## src/rtl/svpwm_leg_sequencer.sv

```systemverilog
// svpwm_leg_sequencer: 12-sector SVPWM vector selector driving three half-bridges
// with per-leg dead-time, phase-loss clamp, minimum-pulse drop and gate polarity.
module svpwm_leg_sequencer #(
  parameter int unsigned TW              = 14,
  parameter int unsigned CW              = 16,
  parameter int unsigned DEAD            = 8,
  parameter int unsigned MIN_PULSE       = 4,
  parameter bit          GATE_ACTIVE_LOW = 1'b0
) (
  input  logic          clk,
  input  logic          rst,
  input  logic          sync_pulse,
  input  logic [3:0]    number_sector,
  input  logic [TW-1:0] T1,
  input  logic [TW-1:0] T2,
  input  logic [TW-1:0] T0,
  input  logic [CW-1:0] pwm_triangle,
  input  logic          enable,
  input  logic          change,
  input  logic [2:0]    broke_phase,
  output logic [2:0]    vector,
  output logic [2:0]    gate_h,
  output logic [2:0]    gate_l,
  output logic [2:0]    busy_dt
);

  localparam int unsigned SW  = CW + 1;
  localparam int unsigned DCW = 8;
  localparam logic [DCW-1:0] DEAD_LOAD = (DEAD == 0) ? '0 : DCW'(DEAD - 1);
  localparam logic [2:0] POL = GATE_ACTIVE_LOW ? 3'b111 : 3'b000;

  typedef enum logic [1:0] {LEG_OFF, LEG_LOW, LEG_HIGH, LEG_DT} leg_state_e;

  logic [TW-1:0]  t1_q, t1_d, t2_q, t2_d, t0_q, t0_d;
  logic [3:0]     sector_q, sector_d;
  logic [2:0]     vector_q, vector_d;
  leg_state_e     leg_q [3];
  leg_state_e     leg_d [3];
  logic [DCW-1:0] cnt_q [3];
  logic [DCW-1:0] cnt_d [3];
  logic [2:0]     tgt_q, tgt_d;
  logic [2:0]     gate_h_q, gate_h_d, gate_l_q, gate_l_d, busy_q, busy_d;

  logic [2:0]     v1, v2, v3, want;
  logic [TW-1:0]  raw1, raw2, d1, d2, d3;
  logic [SW-1:0]  s1, s2, ramp;
  logic           inactive;

  function automatic logic valid_sector(input logic [3:0] s);
    return (s != 4'd0) && (s <= 4'd12);
  endfunction

  function automatic logic [8:0] vec_table(input logic [3:0] s);
    case (s)
      4'd1:    vec_table = 9'b100_110_111;
      4'd2:    vec_table = 9'b110_100_000;
      4'd3:    vec_table = 9'b110_010_000;
      4'd4:    vec_table = 9'b010_110_111;
      4'd5:    vec_table = 9'b010_011_111;
      4'd6:    vec_table = 9'b011_010_000;
      4'd7:    vec_table = 9'b011_001_000;
      4'd8:    vec_table = 9'b001_011_111;
      4'd9:    vec_table = 9'b001_101_111;
      4'd10:   vec_table = 9'b101_001_000;
      4'd11:   vec_table = 9'b101_100_000;
      4'd12:   vec_table = 9'b100_101_111;
      default: vec_table = 9'b000_000_000;
    endcase
  endfunction

  // Operand latch; a zero dwell with change set swaps to the pair partner sector.
  always_comb begin
    t1_d     = t1_q;
    t2_d     = t2_q;
    t0_d     = t0_q;
    sector_d = sector_q;
    if (sync_pulse) begin
      t1_d     = T1;
      t2_d     = T2;
      t0_d     = T0;
      sector_d = number_sector;
      if (change && (T1 == '0 || T2 == '0) && valid_sector(number_sector))
        sector_d = number_sector[0] ? number_sector + 4'd1 : number_sector - 4'd1;
    end
  end

  assign {v1, v2, v3} = vec_table(sector_q);

  // Even sectors traverse the two active vectors in reverse order.
  assign raw1 = sector_q[0] ? t1_q : t2_q;
  assign raw2 = sector_q[0] ? t2_q : t1_q;
  assign d1   = (32'(raw1) < MIN_PULSE) ? '0 : raw1;
  assign d2   = (32'(raw2) < MIN_PULSE) ? '0 : raw2;
  assign d3   = (32'(t0_q) < MIN_PULSE) ? '0 : t0_q;
  assign s1   = SW'(d1);
  assign s2   = SW'(d1) + SW'(d2);
  assign ramp = SW'(pwm_triangle);

  assign inactive = !enable || !valid_sector(sector_q) || (t1_q == '0 && t2_q == '0);

  always_comb begin
    vector_d = vector_q;
    if (inactive)                      vector_d = 3'b000;
    else if (ramp < s1 && d1 != '0)    vector_d = v1;
    else if (ramp < s2 && d2 != '0)    vector_d = v2;
    else if (ramp >= s2 && d3 != '0)   vector_d = v3;
  end

  assign want = vector_q & ~broke_phase;

  // Per-leg state machines; gate flops hold pin-level (polarity-applied) values.
  always_comb begin
    tgt_d    = tgt_q;
    gate_h_d = POL;
    gate_l_d = POL;
    busy_d   = 3'b000;
    for (int i = 0; i < 3; i++) begin
      leg_d[i] = leg_q[i];
      cnt_d[i] = cnt_q[i];
      if (inactive) begin
        leg_d[i] = LEG_OFF;
      end else begin
        case (leg_q[i])
          LEG_OFF, LEG_LOW, LEG_HIGH: begin
            if (leg_q[i] != (want[i] ? LEG_HIGH : LEG_LOW)) begin
              if (DEAD == 0) begin
                leg_d[i] = want[i] ? LEG_HIGH : LEG_LOW;
              end else begin
                leg_d[i] = LEG_DT;
                cnt_d[i] = DEAD_LOAD;
                tgt_d[i] = want[i];
              end
            end
          end
          LEG_DT: begin
            if (want[i] != tgt_q[i]) begin
              cnt_d[i] = DEAD_LOAD;
              tgt_d[i] = want[i];
            end else if (cnt_q[i] == '0) begin
              leg_d[i] = want[i] ? LEG_HIGH : LEG_LOW;
            end else begin
              cnt_d[i] = cnt_q[i] - DCW'(1);
            end
          end
          default: leg_d[i] = LEG_OFF;
        endcase
      end
      gate_h_d[i] = GATE_ACTIVE_LOW ^ (leg_d[i] == LEG_HIGH);
      gate_l_d[i] = GATE_ACTIVE_LOW ^ (leg_d[i] == LEG_LOW);
      busy_d[i]   = (leg_d[i] == LEG_DT);
    end
  end

  always_ff @(posedge clk) begin
    if (rst) begin
      t1_q     <= '0;
      t2_q     <= '0;
      t0_q     <= '0;
      sector_q <= 4'd0;
      vector_q <= 3'b000;
      tgt_q    <= 3'b000;
      gate_h_q <= POL;
      gate_l_q <= POL;
      busy_q   <= 3'b000;
      for (int i = 0; i < 3; i++) begin
        leg_q[i] <= LEG_OFF;
        cnt_q[i] <= '0;
      end
    end else begin
      t1_q     <= t1_d;
      t2_q     <= t2_d;
      t0_q     <= t0_d;
      sector_q <= sector_d;
      vector_q <= vector_d;
      tgt_q    <= tgt_d;
      gate_h_q <= gate_h_d;
      gate_l_q <= gate_l_d;
      busy_q   <= busy_d;
      for (int i = 0; i < 3; i++) begin
        leg_q[i] <= leg_d[i];
        cnt_q[i] <= cnt_d[i];
      end
    end
  end

  assign vector  = vector_q;
  assign gate_h  = gate_h_q;
  assign gate_l  = gate_l_q;
  assign busy_dt = busy_q;

endmodule

```

## config.mk

```make
export PLATFORM = sky130hd
export DESIGN_NAME = svpwm_leg_sequencer
export DESIGN_NICKNAME = d
export VERILOG_FILES = /design/src/rtl/svpwm_leg_sequencer.sv
export SDC_FILE = /design/constraint.sdc
export NUM_CORES = 1
export LEC_CHECK = 0
export ABC_AREA = 0
export BUFFER_PORTS_ARGS = -buffer_cell sky130_fd_sc_hd__buf_2
export CAP_MARGIN = 20
export CORE_MARGIN = 4
export CORE_UTILIZATION = 30
export CTS_CLUSTER_SIZE = 8
export DETAILED_ROUTE_END_ITERATION = 7
export GPL_TIMING_DRIVEN = 0
export SLEW_MARGIN = 25
export SYNTH_ARGS = -nofsm -noshare
export SYNTH_HDL_FRONTEND = slang
export SYNTH_SLANG_ARGS = --single-unit
```

## constraint.sdc

```tcl
create_clock -name clk -period 11.1 [get_ports clk]
set_clock_uncertainty 0.2 [all_clocks]
set_input_delay 0.555 -clock clk [delete_from_list [all_inputs] [get_ports clk]]
set_output_delay 0.555 -clock clk [all_outputs]
set_load 0.1 [all_outputs]
```

==> results.cfg, run 1 <==
[critical_path]
crit_type = flip-flop to flip-flop
setup.worst_path.start = sector_q[0]$_SDFFE_PP0P_
worstPathRequired_ns = 11.19
reg2reg_from = sector_q[0]$_SDFFE_PP0P_
crit_path_end_kind = flip-flop
critPathArrivalTime_ns = 5.57
worstPathMaxFanout = 10
cp-start-kind = flip-flop

[global_routing]
use_met2 = 0.224
grtUsageMet3 = 0.0289
antenna_found_initial = 0
grt_pass1_vias = 4855
met1_usage = 0.184
overflow = 0
grt_busiest_layer = met2
track_usage = 0.134
grt_pass1_wl_microns = 24200
grt_max_degree = 18

[die]
die_w_microns = 148
dieArea_sq_um = 22000
num_rows = 51
fp.dieH_microns = 148
core_sq_um = 19500
num_io_pins = 82
initial_core_util = 0.304

[synth]
synth_cell_types = 66
synth_area_per_cell_sq_um = 8.85
synth_enable_flop_cells = 0
synthCells = 669
synth_top_cell_by_area = dfxtp_1
syn_area_sq_um = 5920
async_flop_share = 0
ys_seq_area_frac = 0.325
yosysWarnings = 0
synth_top_cell_area_share = 0.325
ys.flop_type = dfxtp_1
yosys-top-cells-count = nor2_1, dfxtp_1, mux2i_1
synth_most_common_cell = nor2_1
yosys-top-cells-area = dfxtp_1, ha_1, mux2i_1, nor2_1, xor2_1
ys_ff_latch = 96
syn_nets = 790

[sta]
hold_viol = 0
max-slew-margin-rel = 0.476
fin_crit_sh = 0.493
slew_violations = 0
setup_viol = 0
worst_pin_slew_ns = 0.766
rsz0062_at_grt = false
setup_ws_ns = 5.62
finalSetupTns_ns = 0
max_freq_mhz = 183
fin_crit_ns = 5.48

[placed_design]
place_ws_ns = 5.72
dp_hpwl_microns = 11900
place_area_sq_um = 6640
gp_congestion = 0.819
place_inst = 1011
portBuffers = 77

[drt]
dr.pass1.iters = 4
wl_per_cell_microns = 14.4
antenna_left = 0
drc = 0
wirelength_microns = 14800
dr.first_iter.drc_count = 310
vias_per_cell = 4.95
vias = 5086

[layout]
fin_nets = 878
antenna_cells = 0
drive_above_1_share = 0.169
final_cell_area_sq_um = 6940
nFillCells = 2048
fin_cells = 1027
area_growth_pct = 17.2

[power]
p_leak_nw = 3.10
p_per_area_nw_per_um2 = 137
ir_drop_mv = 0.0697
power.total_uw = 950

[worst_hold_path]
hp-class = primary input to flip-flop
min_from = T0[6]

[clock_network]
cts_sinks = 96
cts_resized = 0
cts_tree = yes
clock-root-buffer = clkbuf_16
clkLatencyLatePin_ns = 0.34
cts_max_level = 3
cts_setup_buffers = 0
cts_hold_buffers = 0
clk_path_buf_depth = 2
cts_buffers = 9
path_clk_slew_ns = 0.07

[run_status]
outcome = complete, no violations

[flow_run]
maxCapViolCount = 0
## state kept, by name (all words and copies together) (netlist names)
name      cells
v1            3
sector_q      4
t0_q         12
busy_dt       3
t2_q         14
leg_q         6
v2            3
vector        3
gate_l        3
tgt_q         3
gate_h        3
v3            1
cnt_q        24
t1_q         14
## area by class of cell
class                   count  area, sq um  share of cell area
multi-input cells         510         3750               0.541
repair buffers             77          385              0.0556
well taps                 265          332              0.0478
clock buffers              10          229              0.0330
clock inverters             6         72.6              0.0105
inverters                  43          161              0.0233
plain buffers              20         83.8              0.0121
flip-flops and latches     96         1920               0.277
## worst paths after layout
| kind | endpoint | slack [ns] | cells after the start |
|---|---|---|---|
| max | vector[0]$_SDFFE_PP0P_ | 5.62 | 21 |
| min | t0_q[6]$_SDFFE_PP0P_ | 0.25 | 3 |
| max reg2reg | vector[0]$_SDFFE_PP0P_ | 5.62 | 21 |
| min reg2reg | t0_q[12]$_SDFFE_PP0P_ | 0.30 | 2 |
## through the flow
step           utilization  hold slack (ns)
4_1_cts              0.356            0.244
5_1_grt              0.356            0.254
2_1_floorplan            -            0.261
3_3_place_gp         0.341            0.276
6_report             0.356            0.253
3_5_place_dp         0.341            0.286
## metal layers
layer	part of all wire	vias up
met5	0	-
met3	0.040	10
met4	0.0064	0
li1	-	2596
met2	0.46	102
met1	0.49	2378
## cells by family (layout without fill, tap and decap cells)
logic type,after synthesis,after routing,share of synthesized area
flops,96,96,0.325
mux,73,73,0.126
xor+xnor,36,36,0.0533
buf+inv,63,156,0.0414
simple gates,236,236,0.205
compound gates,114,114,0.139
fa+ha+maj,51,51,0.110
## critical path, stage by stage (launching register included)
cell      delay [ns]
dfxtp_1         0.30
buf_2           0.14
buf_2           0.29
buf_1           0.56
mux2i_1         0.37
inv_1           0.08
ha_1            0.24
a211oi_1        0.26
o21bai_1        0.14
a31oi_1         0.30
o211ai_1        0.18
a31o_2          0.27
a21oi_1         0.18
xor2_1          0.10
ha_1            0.30
nand4_1         0.09
or3_1           0.41
a211o_1         0.32
nand4b_1        0.25
nor2_1          0.06
o21ai_0         0.16
o2111a_1        0.19
## power breakdown
group / internal, mW / switching [mW] / total, mW
registers: 0.372 / 0.0235 / 0.396
clock network: 0.179 / 0.139 / 0.317
logic: 0.0995 / 0.137 / 0.237
## layout by cell type (no fill, tap or decap), types with 6 or more instances in the layout
| master | instances |
|---|---|
| nand3_1 | 17 |
| mux2_2 | 12 |
| nand2b_1 | 10 |
| nor4_1 | 23 |
| xnor2_1 | 10 |
| nor3_1 | 9 |
| nand4_1 | 6 |
| buf_2 | 81 |
| clkbuf_16 | 9 |
| o21ai_0 | 20 |
| xor2_1 | 26 |
| buf_1 | 6 |
| nor2_1 | 97 |
| o22ai_1 | 7 |
| inv_1 | 42 |
| nand2_1 | 25 |
| dfxtp_1 | 96 |
| a21oi_1 | 27 |
| and3_1 | 7 |
| nand3b_1 | 6 |
| mux2i_1 | 61 |
| clkbuf_1 | 10 |
| ha_1 | 49 |
(Power assumes the default switching activity.)
==> inputs of run 2 (changes only) <==
--- a/config.mk
+++ b/config.mk
@@ -5,7 +5,7 @@
 export SDC_FILE = /design/constraint.sdc
 export NUM_CORES = 1
 export LEC_CHECK = 0
-export ABC_AREA = 0
+export ABC_AREA = 1
 export BUFFER_PORTS_ARGS = -buffer_cell sky130_fd_sc_hd__buf_2
 export CAP_MARGIN = 20
 export CORE_MARGIN = 4
==> constraint.sdc (replaced) <==
create_clock -name clk -period 4.8 [get_ports clk]
set_clock_uncertainty 0.2 [all_clocks]
set_input_delay 0.24 -clock clk [delete_from_list [all_inputs] [get_ports clk]]
set_output_delay 0.24 -clock clk [all_outputs]
set_load 0.1 [all_outputs]
==> results.cfg, run 2 <==
[run_status]
outcome = complete, no violations

[placed_design]
place_ws_ns = -0.634
place_inst = 1237
gp_congestion = 0.844
portBuffers = 79
dp_hpwl_microns = 13000

[layout]
layout_commonest_cell = nand2_1
area_growth_pct = 26.4
nFillCells = 2086
top_regs = cnt_q (24), t1_q (14), t2_q (14)
fin_cells = 1289
regMostFlops = cnt_q
antenna_cells = 0
largest_register_ff_count = 24
drive_above_1_share = 0.185
fin_nets = 1141
layout_common_cells = nand2_1, inv_1, nor2_1

[synth]
synth_top_cell_area_share = 0.316
syn_area_sq_um = 6070
ys_ff_latch = 96
synth_enable_flop_cells = 0
yosysWarnings = 0
synth_cell_types = 45
yosys-top-cells-area = dfxtp_1, ha_1, nand2_1, inv_1, o21ai_0
synth_area_per_cell_sq_um = 6.80
yosys-top-cells-count = nand2_1, inv_1, nor2_1
synth_most_common_cell = nand2_1
ys.flop_type = dfxtp_1
syn_nets = 1014
ys_seq_area_frac = 0.316
synth_top_cell_by_area = dfxtp_1
async_flop_share = 0
synthCells = 893

[global_routing]
antenna_found_initial = 0
grt_pass1_vias = 5669
track_usage = 0.144
grt_max_degree = 15
overflow = 0
grt_pass1_wl_microns = 26400

[sta]
hold_ws_ns = 0.00973
fin_crit_sh = 0.954
slew_violations = 0
worst_pin_slew_ns = 0.683
setup_ws_ns = 0.221
max_freq_mhz = 218
fin_crit_ns = 4.58
max-slew-margin-rel = 0.541
hold_viol = 0
setup_viol = 0

[die]
core_sq_um = 19700
num_io_pins = 82
initial_core_util = 0.308
num_rows = 51
fp.dieH_microns = 150
die_w_microns = 150
dieArea_sq_um = 22600

[drt]
dr.first_iter.drc_count = 322
vias_per_cell = 4.62
antenna_left = 0
drc = 0
vias = 5958
wirelength_microns = 16400
wl_per_cell_microns = 12.7
dr.pass1.iters = 5

[critical_path]
worstPathRequired_ns = 4.84
critPathArrivalTime_ns = 4.62
slowest_stage = dfxtp_4
cp-start-kind = flip-flop
cpMostUsedCell = nand2_1
worstPathMaxFanout = 6
max_stage_delay_ns = 0.35
crit_path_end_kind = flip-flop
crit_type = flip-flop to flip-flop

[clock_network]
clkLatencyLatePin_ns = 0.34
clk_path_buf_depth = 2
cts_sinks = 96
cts_buffers = 9
cts_max_level = 3
clock-root-buffer = clkbuf_16
cts_tree = yes
path_clk_slew_ns = 0.06

[power]
pwr-share-comb = 0.337
netSwitchingFraction = 0.341
seqPwrFrac = 0.364
p_leak_nw = 3.69
netSwitchingPower_uw = 840
ir_drop_mv = 0.178
power.total_mw = 2.46
p_per_area_nw_per_um2 = 321
p_int_mw = 1.62
clockPowerShare = 0.299

[worst_hold_path]
hp-class = primary input to flip-flop

[flow_run]
maxCapViolCount = 0
## run 2: critical path: cells and delay by family (launching register included)
kind	cells	cell delay, ns
flip-flops	1	0.35
AO/OA/AOI/OAI	7	0.88
XOR/XNOR	1	0.14
adder cells (fa/ha/maj)	3	0.69
AND/OR/NAND/NOR	16	1.29
buffers and inverters	9	0.92
## run 2: layout make-up
cell class / count / area [sq um] / area share
Multi-Input combinational cell: 637 / 3690 / 0.481
Sequential cell: 96 / 1930 / 0.251
Timing Repair Buffer: 117 / 766 / 0.0998
Inverter: 137 / 522 / 0.0680
Tap cell: 265 / 332 / 0.0432
Clock buffer: 12 / 267 / 0.0347
Buffer: 22 / 130 / 0.0170
Clock inverter: 3 / 40.0 / 0.00522
## run 2: timing repair
action,in CTS,in global routing
pin swaps,10,27
resized for setup,30,46
gates cloned,0,3
endpoints found under the hold margin,13,0
buffers inserted,8,15
hold buffers,13,0
setup endpoints to repair,3,3
## run 2: metal layers
metal	wire length (microns)	up-vias	global-route usage
li1	-	3172	-
met1	7590	2683	0.178
met2	7980	80	0.256
met3	445	23	0.0187
met4	415	0	0.0517
met5	0	-	0
## run 2: final timing paths
check                              endpoint  slack, ns  depth (start not counted)                      start
hold / removal         t2_q[0]$_SDFFE_PP0P_       0.01                          3                      T2[0]
setup reg to reg     vector[0]$_SDFFE_PP0P_       0.22                         36   sector_q[0]$_SDFFE_PP0P_
hold reg to reg   cnt_q[0][16]$_SDFFE_PP0P_       0.26                          1  cnt_q[0][16]$_SDFFE_PP0P_
setup / recovery     vector[0]$_SDFFE_PP0P_       0.22                         36   sector_q[0]$_SDFFE_PP0P_
## run 2: metrics by stage
step / utilization / TNS [ns] / cell area, sq um
floorplan: - / 0 / 6070
global placement: 0.345 / -1.84 / 6800
detailed placement: 0.345 / -1.87 / 6800
CTS: 0.373 / 0 / 7360
global route: 0.389 / -0.214 / 7680
finish: 0.389 / 0 / 7680
## run 2: logic make-up (layout without fill, tap and decap cells)
family | count (synthesis) | count (layout) | synth area share
DFF | 96 | 96 | 0.316
AOI/OAI and AO/OA | 184 | 184 | 0.164
and+or+nand+nor | 383 | 383 | 0.280
xor gates and xnor gates | 19 | 19 | 0.0274
buffers and inverters | 160 | 291 | 0.105
adders and majority gates | 51 | 51 | 0.108
## run 2: power groups by stage
stage,combinational (mW),clock (mW),sequential [mW]
floorplan,0.506,0,0.948
global placement,0.706,0,0.913
detailed placement,0.719,0,0.913
CTS,0.762,0.754,0.896
global route,0.945,0.783,0.905
finish,0.832,0.736,0.897
